--- src/rtl/pc_pkg.sv ---
// Shared types for the PC / return-stack block: resolved per-cycle action and sizing helpers.
// Latency: n/a (types only).
// Backpressure: n/a.
package pc_pkg;

  // One resolved action per enabled edge, after CALL > RET > JMP > increment priority
  // and after full/empty qualification of CALL/RET.
  typedef enum logic [2:0] {
    PC_INC  = 3'd0,
    PC_JMP  = 3'd1,
    PC_CALL = 3'd2,
    PC_RET  = 3'd3,
    PC_OVF  = 3'd4,
    PC_UNF  = 3'd5
  } pc_action_t;

  // Width needed to count 0..depth stack entries inclusive.
  function automatic int lvl_width(input int depth);
    return (depth < 1) ? 1 : $clog2(depth + 1);
  endfunction

endpackage

--- src/rtl/pc_stack_if.sv ---
// Decoder <-> PC block bundle: command inputs in, PC and stack status out.
// Latency: n/a (wires only); the PC block registers every output.
// Backpressure: EN=0 stalls the PC block; there is no ready signal back.
interface pc_stack_if
  import pc_pkg::*;
#(
  parameter int ADDR_W = 5,
  parameter int DEPTH  = 4
);
  localparam int LVL_W = lvl_width(DEPTH);

  logic              EN;
  logic              JMP;
  logic              CALL;
  logic              RET;
  logic [ADDR_W-1:0] JMP_ADDR;
  logic [ADDR_W-1:0] PC_OUT;
  logic [LVL_W-1:0]  STACK_LVL;
  logic              STACK_FULL;
  logic              STACK_EMPTY;
  logic              STACK_ERR;

  // Decoder side: issues commands, observes the PC and stack status.
  modport master (
    output EN, JMP, CALL, RET, JMP_ADDR,
    input  PC_OUT, STACK_LVL, STACK_FULL, STACK_EMPTY, STACK_ERR
  );

  // PC block side.
  modport slave (
    input  EN, JMP, CALL, RET, JMP_ADDR,
    output PC_OUT, STACK_LVL, STACK_FULL, STACK_EMPTY, STACK_ERR
  );

endinterface

--- src/rtl/pc_lifo.sv ---
// Register-array LIFO of return addresses with level count and full/empty decode.
// Latency: push/pop take effect on the next rising edge; top/level are registered state.
// Backpressure: push when full and pop when empty are ignored; the caller flags errors.
module pc_lifo
  import pc_pkg::*;
#(
  parameter int WIDTH = 5,
  parameter int DEPTH = 4
) (
  input  logic                        clk,
  input  logic                        rst,
  input  logic                        push,
  input  logic                        pop,
  input  logic [WIDTH-1:0]            din,
  output logic [WIDTH-1:0]            top,
  output logic [lvl_width(DEPTH)-1:0] lvl,
  output logic                        full,
  output logic                        empty
);
  localparam int LVL_W = lvl_width(DEPTH);

  logic [WIDTH-1:0] mem [DEPTH];
  logic             do_push;
  logic             do_pop;

  // Push takes precedence if both ever arrive together; the parent never does that.
  assign do_push = push && !full;
  assign do_pop  = pop && !empty && !push;

  assign full  = (lvl == LVL_W'(DEPTH));
  assign empty = (lvl == '0);

  // Storage: write the slot just above the current top; contents are not reset.
  always_ff @(posedge clk) begin
    for (int i = 0; i < DEPTH; i++) begin
      if (do_push && (lvl == LVL_W'(i))) begin
        mem[i] <= din;
      end
    end
  end

  // Level counter: synchronous active-low reset empties the stack.
  always_ff @(posedge clk) begin
    if (!rst) begin
      lvl <= '0;
    end else if (do_push) begin
      lvl <= lvl + LVL_W'(1);
    end else if (do_pop) begin
      lvl <= lvl - LVL_W'(1);
    end
  end

  // Top-of-stack read mux: the entry just below the level pointer.
  always_comb begin
    top = '0;
    for (int i = 0; i < DEPTH; i++) begin
      if (lvl == LVL_W'(i + 1)) begin
        top = mem[i];
      end
    end
  end

endmodule

--- src/rtl/pc_stack.sv ---
// Program counter with CALL/RET return stack, JMP, increment and sticky stack-error flag.
// Latency: one cycle; a command sampled on edge N is visible on every output after edge N.
// Backpressure: EN=0 freezes PC, stack, level and error flag and ignores all commands.
module pc_stack
  import pc_pkg::*;
#(
  parameter int                ADDR_W     = 5,
  parameter int                DEPTH      = 4,
  parameter logic [ADDR_W-1:0] RESET_ADDR = '0
) (
  input  logic         CLK,
  input  logic         RST,
  pc_stack_if.slave    bus
);
  localparam int LVL_W = lvl_width(DEPTH);

  logic [ADDR_W-1:0] pc;
  logic [ADDR_W-1:0] pc_inc;
  logic [ADDR_W-1:0] pc_next;
  logic [ADDR_W-1:0] stk_top;
  logic [LVL_W-1:0]  stk_lvl;
  logic              stk_full;
  logic              stk_empty;
  logic              err;
  logic              push;
  logic              pop;
  pc_action_t        action;

  // Return address and plain increment share the same wrap-around adder.
  assign pc_inc = pc + ADDR_W'(1);

  // Priority decode: CALL > RET > JMP > increment, qualified by stack state.
  always_comb begin
    action = PC_INC;
    if (bus.CALL) begin
      action = stk_full ? PC_OVF : PC_CALL;
    end else if (bus.RET) begin
      action = stk_empty ? PC_UNF : PC_RET;
    end else if (bus.JMP) begin
      action = PC_JMP;
    end
  end

  // Next PC per resolved action; overflow/underflow degrade to a plain increment.
  always_comb begin
    pc_next = pc_inc;
    case (action)
      PC_CALL, PC_JMP: pc_next = bus.JMP_ADDR;
      PC_RET:          pc_next = stk_top;
      default:         pc_next = pc_inc;
    endcase
  end

  assign push = bus.EN && (action == PC_CALL);
  assign pop  = bus.EN && (action == PC_RET);

  pc_lifo #(
    .WIDTH (ADDR_W),
    .DEPTH (DEPTH)
  ) u_lifo (
    .clk   (CLK),
    .rst   (RST),
    .push  (push),
    .pop   (pop),
    .din   (pc_inc),
    .top   (stk_top),
    .lvl   (stk_lvl),
    .full  (stk_full),
    .empty (stk_empty)
  );

  // PC register and sticky error: reset wins over EN and every command.
  always_ff @(posedge CLK) begin
    if (!RST) begin
      pc  <= RESET_ADDR;
      err <= 1'b0;
    end else if (bus.EN) begin
      pc <= pc_next;
      if ((action == PC_OVF) || (action == PC_UNF)) begin
        err <= 1'b1;
      end
    end
  end

  assign bus.PC_OUT      = pc;
  assign bus.STACK_LVL   = stk_lvl;
  assign bus.STACK_FULL  = stk_full;
  assign bus.STACK_EMPTY = stk_empty;
  assign bus.STACK_ERR   = err;

endmodule

--- src/flat_wrapper.sv ---
// flat-port wrapper written by rule: the top's interface ports become plain ports
module pc_stack_flat import pc_pkg::*;
#(
  parameter int                ADDR_W     = 5,
  parameter int                DEPTH      = 4,
  parameter logic [ADDR_W-1:0] RESET_ADDR = '0
)
  (CLK, RST, bus_EN, bus_JMP, bus_CALL, bus_RET, bus_JMP_ADDR, bus_PC_OUT, bus_STACK_LVL, bus_STACK_FULL, bus_STACK_EMPTY, bus_STACK_ERR);
  pc_stack_if #(.ADDR_W(ADDR_W), .DEPTH(DEPTH)) bus_i ();
  input  logic CLK;
  input  logic RST;
  input wire logic [$bits(bus_i.EN)-1:0] bus_EN;
  input wire logic [$bits(bus_i.JMP)-1:0] bus_JMP;
  input wire logic [$bits(bus_i.CALL)-1:0] bus_CALL;
  input wire logic [$bits(bus_i.RET)-1:0] bus_RET;
  input wire logic [$bits(bus_i.JMP_ADDR)-1:0] bus_JMP_ADDR;
  output wire logic [$bits(bus_i.PC_OUT)-1:0] bus_PC_OUT;
  output wire logic [$bits(bus_i.STACK_LVL)-1:0] bus_STACK_LVL;
  output wire logic [$bits(bus_i.STACK_FULL)-1:0] bus_STACK_FULL;
  output wire logic [$bits(bus_i.STACK_EMPTY)-1:0] bus_STACK_EMPTY;
  output wire logic [$bits(bus_i.STACK_ERR)-1:0] bus_STACK_ERR;
  assign bus_i.EN = bus_EN;
  assign bus_i.JMP = bus_JMP;
  assign bus_i.CALL = bus_CALL;
  assign bus_i.RET = bus_RET;
  assign bus_i.JMP_ADDR = bus_JMP_ADDR;
  assign bus_PC_OUT = bus_i.PC_OUT;
  assign bus_STACK_LVL = bus_i.STACK_LVL;
  assign bus_STACK_FULL = bus_i.STACK_FULL;
  assign bus_STACK_EMPTY = bus_i.STACK_EMPTY;
  assign bus_STACK_ERR = bus_i.STACK_ERR;
  pc_stack #(.ADDR_W(ADDR_W), .DEPTH(DEPTH), .RESET_ADDR(RESET_ADDR)) u_core (.CLK(CLK), .RST(RST), .bus(bus_i));
endmodule
--- config.mk ---
export PLATFORM = sky130hd
export DESIGN_NAME = pc_stack_flat
export DESIGN_NICKNAME = d
export VERILOG_FILES = /design/src/rtl/pc_pkg.sv /design/src/rtl/pc_stack_if.sv /design/src/rtl/pc_lifo.sv /design/src/rtl/pc_stack.sv /design/src/flat_wrapper.sv
export SDC_FILE = /design/constraint.sdc
export NUM_CORES = 1
export LEC_CHECK = 0
export ABC_CLOCK_PERIOD_IN_PS = 2100
export BUFFER_PORTS_ARGS = -buffer_cell sky130_fd_sc_hd__buf_2
export CAP_MARGIN = 30
export CORE_UTILIZATION = 40
export CTS_BUF_LIST = sky130_fd_sc_hd__clkbuf_8
export CTS_CLUSTER_SIZE = 40
export DETAILED_ROUTE_END_ITERATION = 12
export PLACE_DENSITY = 0.62
export SLEW_MARGIN = 10
export SYNTH_ARGS = -nofsm -noshare
export SYNTH_HDL_FRONTEND = slang
export SYNTH_HIERARCHICAL = 1
export SYNTH_SLANG_ARGS = --single-unit
--- constraint.sdc ---
create_clock -name CLK -period 2.1 [get_ports CLK]
set_input_delay 0.42 -clock CLK [delete_from_list [all_inputs] [get_ports CLK]]
set_output_delay 0.42 -clock CLK [all_outputs]
set_load 0.005 [all_outputs]
Word-level counts from Yosys, hierarchy flattened
Memory sizes are Yosys's and may differ from the RTL's.
Cells that the tools add are included.
W data, S select, Z words.
Storage, ports and cells
  logic and storage cells: 65
  memory bits (writable): 20
  input bits: 11
  bits in registers: 9
  output and inout bits: 11
  memories: 1
Memories
  u_core.u_lifo.mem: words 4, width 5, read ports 4, clocked after Yosys merged registers in 0, write ports 1, RTL line pc_lifo.sv:22  | logic [WIDTH-1:0] mem [DEPTH];
Cells by class
  multiplexer cells: 29
  reduce and logical (&&, ||, !) cells: 20
  eq/ne operators: 9
  add/sub/neg operators: 3
Operators by type and width (count)
  $mux W5: 7
  $mux W3: 6
  $reduce_or A5 Y1: 3
  $eq A3 B2 Y1 const B: 4
  $mux W1: 12
  $pmux W5 S2: 1
  $eq A3 B3 Y1 const B: 3
  $logic_and A1 B1 Y1: 9
  $eq A3 B1 Y1 const B: 2
  $mux W2: 3
  $add A5 B1 Y5 const B: 1
  $add A3 B1 Y3 const B: 1
  $logic_not A1 Y1: 3
  $logic_not A3 Y1: 1
  $sub A3 B1 Y3 const B: 1
  $reduce_and A2 Y1: 1
  $reduce_bool A2 Y1: 1
  $reduce_or A2 Y1: 1
  $logic_or A1 B1 Y1: 1

Logic depth before layout (Yosys ltp)
  word-level depth: 14
  mapped depth: 11
  mapped depth without buffers: 9

Cells and area by module
The synthesis kept the hierarchy.
By module, submodules not included
  pc_lifo: seq. area each 660.6 um^2, area each 1171.1 um^2, cells each 96, instances 1
  pc_stack: seq. area each 120.1 um^2, area each 425.4 um^2, cells each 51, instances 1

Worst setup path before layout
Ideal clock, no wire load.
  kind: flip-flop to flip-flop
  start point: register u_core.u_lifo.lvl[0]
  end point: memory u_core.u_lifo.mem[3][0], enable pin
  library setup time: 0.340 ns
  clock period less this slack: 2.302 ns
  cell stages (with the launch flop): 11
  arrival time: 1.962 ns
  buffers on the path: 3
  data required time: 1.760 ns
  setup slack: -0.202 ns
  path through: dfxtp_1 -> inv_1 -> ha_1 -> buf_6 -> and2_4 -> buf_6 -> nor2b_4 -> and2_2 -> buf_2 -> nand2_1 -> nor2_1
Between the ends
  elaborated cells between the ends (all ways): 34
  classes of those cells: eq/ne (5); mux (18); reduce/logical (11)
RTL lines
  from (decl): RTL line pc_lifo.sv:16  | output logic [lvl_width(DEPTH)-1:0] lvl,
  from (signal assigned): RTL line pc_lifo.sv:47  | lvl <= lvl + LVL_W'(1);
  from (signal assigned): RTL line pc_lifo.sv:49  | lvl <= lvl - LVL_W'(1);
  $eq A3 B3 Y1 *: RTL line pc_lifo.sv:30  | assign full = (lvl == LVL_W'(DEPTH));
  via bus_STACK_FULL: RTL line flat_wrapper.sv:19  | output wire logic [$bits(bus_i.STACK_FULL)-1:0] bus_STACK_FULL;
  $mux W3 *: RTL line pc_stack.sv:36  | action = stk_full ? PC_OVF : PC_CALL;
  $mux W3 *: RTL line pc_stack.sv:35  | if (bus.CALL) begin
  $eq A3 B2 Y1 *: RTL line pc_stack.sv:54  | assign push = bus.EN && (action == PC_CALL);
  $logic_and A1 B1 Y1 *: RTL line pc_stack.sv:54
  via u_core.push: RTL line pc_stack.sv:25  | logic push;
  $logic_and A1 B1 Y1 *: RTL line pc_lifo.sv:27  | assign do_push = push && !full;
  $logic_and A1 B1 Y1: RTL line pc_lifo.sv:36  | if (do_push && (lvl == LVL_W'(i))) begin
  $mux W1: RTL line pc_lifo.sv:36
  $mux W1 (not written as such): RTL line pc_lifo.sv:37  | mem[i] <= din;
  $reduce_or A5 Y1 (no source line)
  $mux W2 (no source line) / $mux W1 (equally long branches) (3 in a row)
  to (decl): RTL line pc_lifo.sv:22
The timed path passes the listed nets; every way through them passes the cells marked *.

Worst setup path in the final report
  start point: register u_core.u_lifo.lvl[0]
  end point: output port bus_STACK_FULL
Between the ends
  word-level cells in the longest chain between the ends: 1
RTL lines (RTL line)
  $eq A3 B3 Y1: pc_lifo.sv:30
  to (decl): flat_wrapper.sv:19
No other way between the ends.

==> flow_summary.yaml <==
status:
  outcome: "completed"
sta:
  fmax_mhz: 504
  tightest_slew_ns: 0.545
  slew_headroom_pct: 63.4
  hold_viol_final: 0
  fin_crit_ns: 1.98
  drv_slew: 0
  fin_skew_ns: 0.00288
  period_share_pct: 94.5
  setup_viol: 0
critical_path:
  crit_fanout: 10
  path_class: "register to primary output"
  arrival_ns: 1.56
  worst_ep_required_time_ns: 1.68
  critPathLaunchType: "register"
  crit_path_end_kind: "primary output"
  reg2regPathDepth: 9
finish:
  drive_gt1_share_pct: 31.1
  fin_area_sq_um: 1880
  area_delta_synth_final_pct: 17.5
  fin_nets: 194
  fin_cells: 225
  antenna_cells: 0
yosys:
  syn_nets: 165
  yosysWarningCount: 6
  netlist_area_sq_um: 1600
  syn_avg_cell_area_sq_um: 10.9
  ys_seq_elements: 29
  synth.distinct_cells: 42
  synth_cells: 147
  ys_seq_area_share_pct: 48.9
routing:
  drc_errors: 0
  postRouteAntennaNets: 0
  finalWirelength_mm: 3.71
  num_vias: 1268
  wl_per_cell_microns: 16.5
  dr.pass1.iters: 4
  routed_via_density: 5.64
  drtIter0Drc: 42
placed_design:
  placedInstanceArea_sq_um: 1790
  place_inst: 217
  place.gp.congestion: 0.777
  numPortBuffers: 21
  dp_hpwl_mm: 2.70
global_routing:
  grt_max_degree: 15
  grt_pass1_vias: 1239
  antenna_found_initial: 0
  gr-total-overflow: 0
  track_usage_pct: 19.5
  grt_pass1_wl_mm: 6.08
pwr:
  p_leak_uw: 0.000731
  p_per_area_nw_per_um2: 697
  ir_drop_v: 0.000465
  total_power_uw: 1310
floorplan:
  row_count: 22
  die_height_microns: 65.2
  die_area_sq_um: 4250
  chipWidth_microns: 65.2
  core_area_sq_um: 3740
  ioPinCount: 22
  initial_core_util_pct: 42.6
clock_tree:
  clock_path_buffers: 2
  clock-sinks: 29
  hold_buffers: 0
  clk_latency_ns: 0.28
  cts_resized: 0
  cts_buffers: 5
  htreeDepth: 2
  path_clk_slew_ns: 0.06
  cts_tree: "yes"
  cts-root-buf: "clkbuf_8"
  postCtsSetupBuffers: 0
hold_path:
  min_path_cells: 3
  hold_path.class: "input pin to register"
flow_run:
  drv_cap: 0
-- sequential cells by signal, indices dropped and copies added, names as in the netlist --
signal and count:
u_core/bus.PC_OUT 5, u_core/bus.STACK_ERR 1, u_core/u_lifo/lvl 3, u_core/u_lifo/mem 20
-- cell families after synthesis --
kind of cell	after synthesis	share of synthesized area, %
and+or+nand+nor	49	18.3
AOI/OAI and AO/OA	39	19.7
DFF	29	48.9
buffers and inverters	20	6.03
adders and majority gates	7	5.49
xor gates and xnor gates	3	1.65
-- layout by cell type, fill, tap and decap left out, drive strengths merged, types with 3 or more instances in the layout --
cell type,instances
buf,30
edfxtp,20
nand2,15
inv,12
a21oi,12
dfxtp,9
nand3b,7
ha,7
clkbuf,5
o21ai,5
a221oi,5
a221o,5
nand3,4
nor2,4
a41oi,3
and3,3
clkinv,3
and2,3
-- Yosys cell counts (all sizes together) --
cell	n	share of area [%]
buf	7	3.0
o311ai	1	0.55
xnor2	2	1.1
o2111ai	1	0.55
a211oi	1	0.47
nor3	2	0.63
o32ai	1	0.55
a41oi	3	3.1
a31oi	1	0.39
nand4	2	0.78
a21oi	12	4.5
nand4b	2	1.1
nand2b	2	0.78
nor3b	1	0.78
a222oi	1	0.63
and4	1	0.63
nand3b	7	3.3
nand2	15	3.5
ha	7	5.5
edfxtp	20	38
xor2	1	0.55
dfxtp	9	11
nand3	4	1.3
clkbuf	1	0.23
a221o	5	3.1
o211ai	1	0.47
inv	12	2.8
o21ai	5	1.6
a21o	1	0.47
and2b	1	0.63
nor2b	2	1.3
nor2	4	0.94
and2	3	1.4
a221oi	5	2.7
and3	3	1.3
o21ba	1	0.63
-- report_power, final --
part | internal [uW] | switching, uW | total, uW
combinational | 94.2 | 125 | 219
sequential | 642 | 17.8 | 660
clock | 222 | 206 | 429
-- stage by stage --
stage | hold WS (ns) | setup slack [ns] | utilization [%] | setup TNS, ns
2_1_floorplan | 0.460 | 0.00776 | - | 0
3_3_place_gp | 0.453 | 0.132 | 47.8 | 0
3_5_place_dp | 0.457 | 0.0157 | 47.8 | 0
4_1_cts | 0.421 | 0.00347 | 50.0 | 0
5_1_grt | 0.426 | -0.0146 | 50.1 | -0.0164
6_report | 0.427 | 0.116 | 50.1 | 0
-- worst max-delay path, stage by stage, from the launching register on --
cell	delay [ns]
dfxtp_2	0.35
inv_1	0.12
ha_2	0.30
and2_4	0.22
buf_4	0.17
buf_2	0.12
-- final timing paths --
path                                      from                                end  slack, ns
max          u_core/u_lifo/lvl[0]$_SDFFE_PN0P_                     bus_STACK_FULL       0.12
max reg2reg  u_core/u_lifo/lvl[0]$_SDFFE_PN0P_  u_core/u_lifo/lvl[1]$_SDFFE_PN0P_       0.12
min reg2reg  u_core/bus.STACK_ERR$_SDFFE_PN0P_  u_core/bus.STACK_ERR$_SDFFE_PN0P_       0.48
min                            bus_JMP_ADDR[2]  u_core/bus.PC_OUT[2]$_SDFFE_PN0P_       0.43
-- routing by layer --
| metal | global-route usage (%) | routed length [microns] | vias up |
|---|---|---|---|
| met5 | 0 | 0 | - |
| met4 | 10.1 | 80 | 0 |
| met3 | 4.51 | 219 | 8 |
| met2 | 30.4 | 1760 | 42 |
| met1 | 25.2 | 1650 | 609 |
| li1 | - | - | 609 |
-- layout make-up --
class | instances | area, sq um
clock buffers | 5 | 68.8
clock inverters | 3 | 12.5
fillers | 361 | 1870
inverters | 12 | 45.0
multi-input cells | 98 | 733
flip-flops and latches | 29 | 783
well taps | 48 | 60.1
repair buffers | 30 | 173
Power figures use the tool's default switching activity.
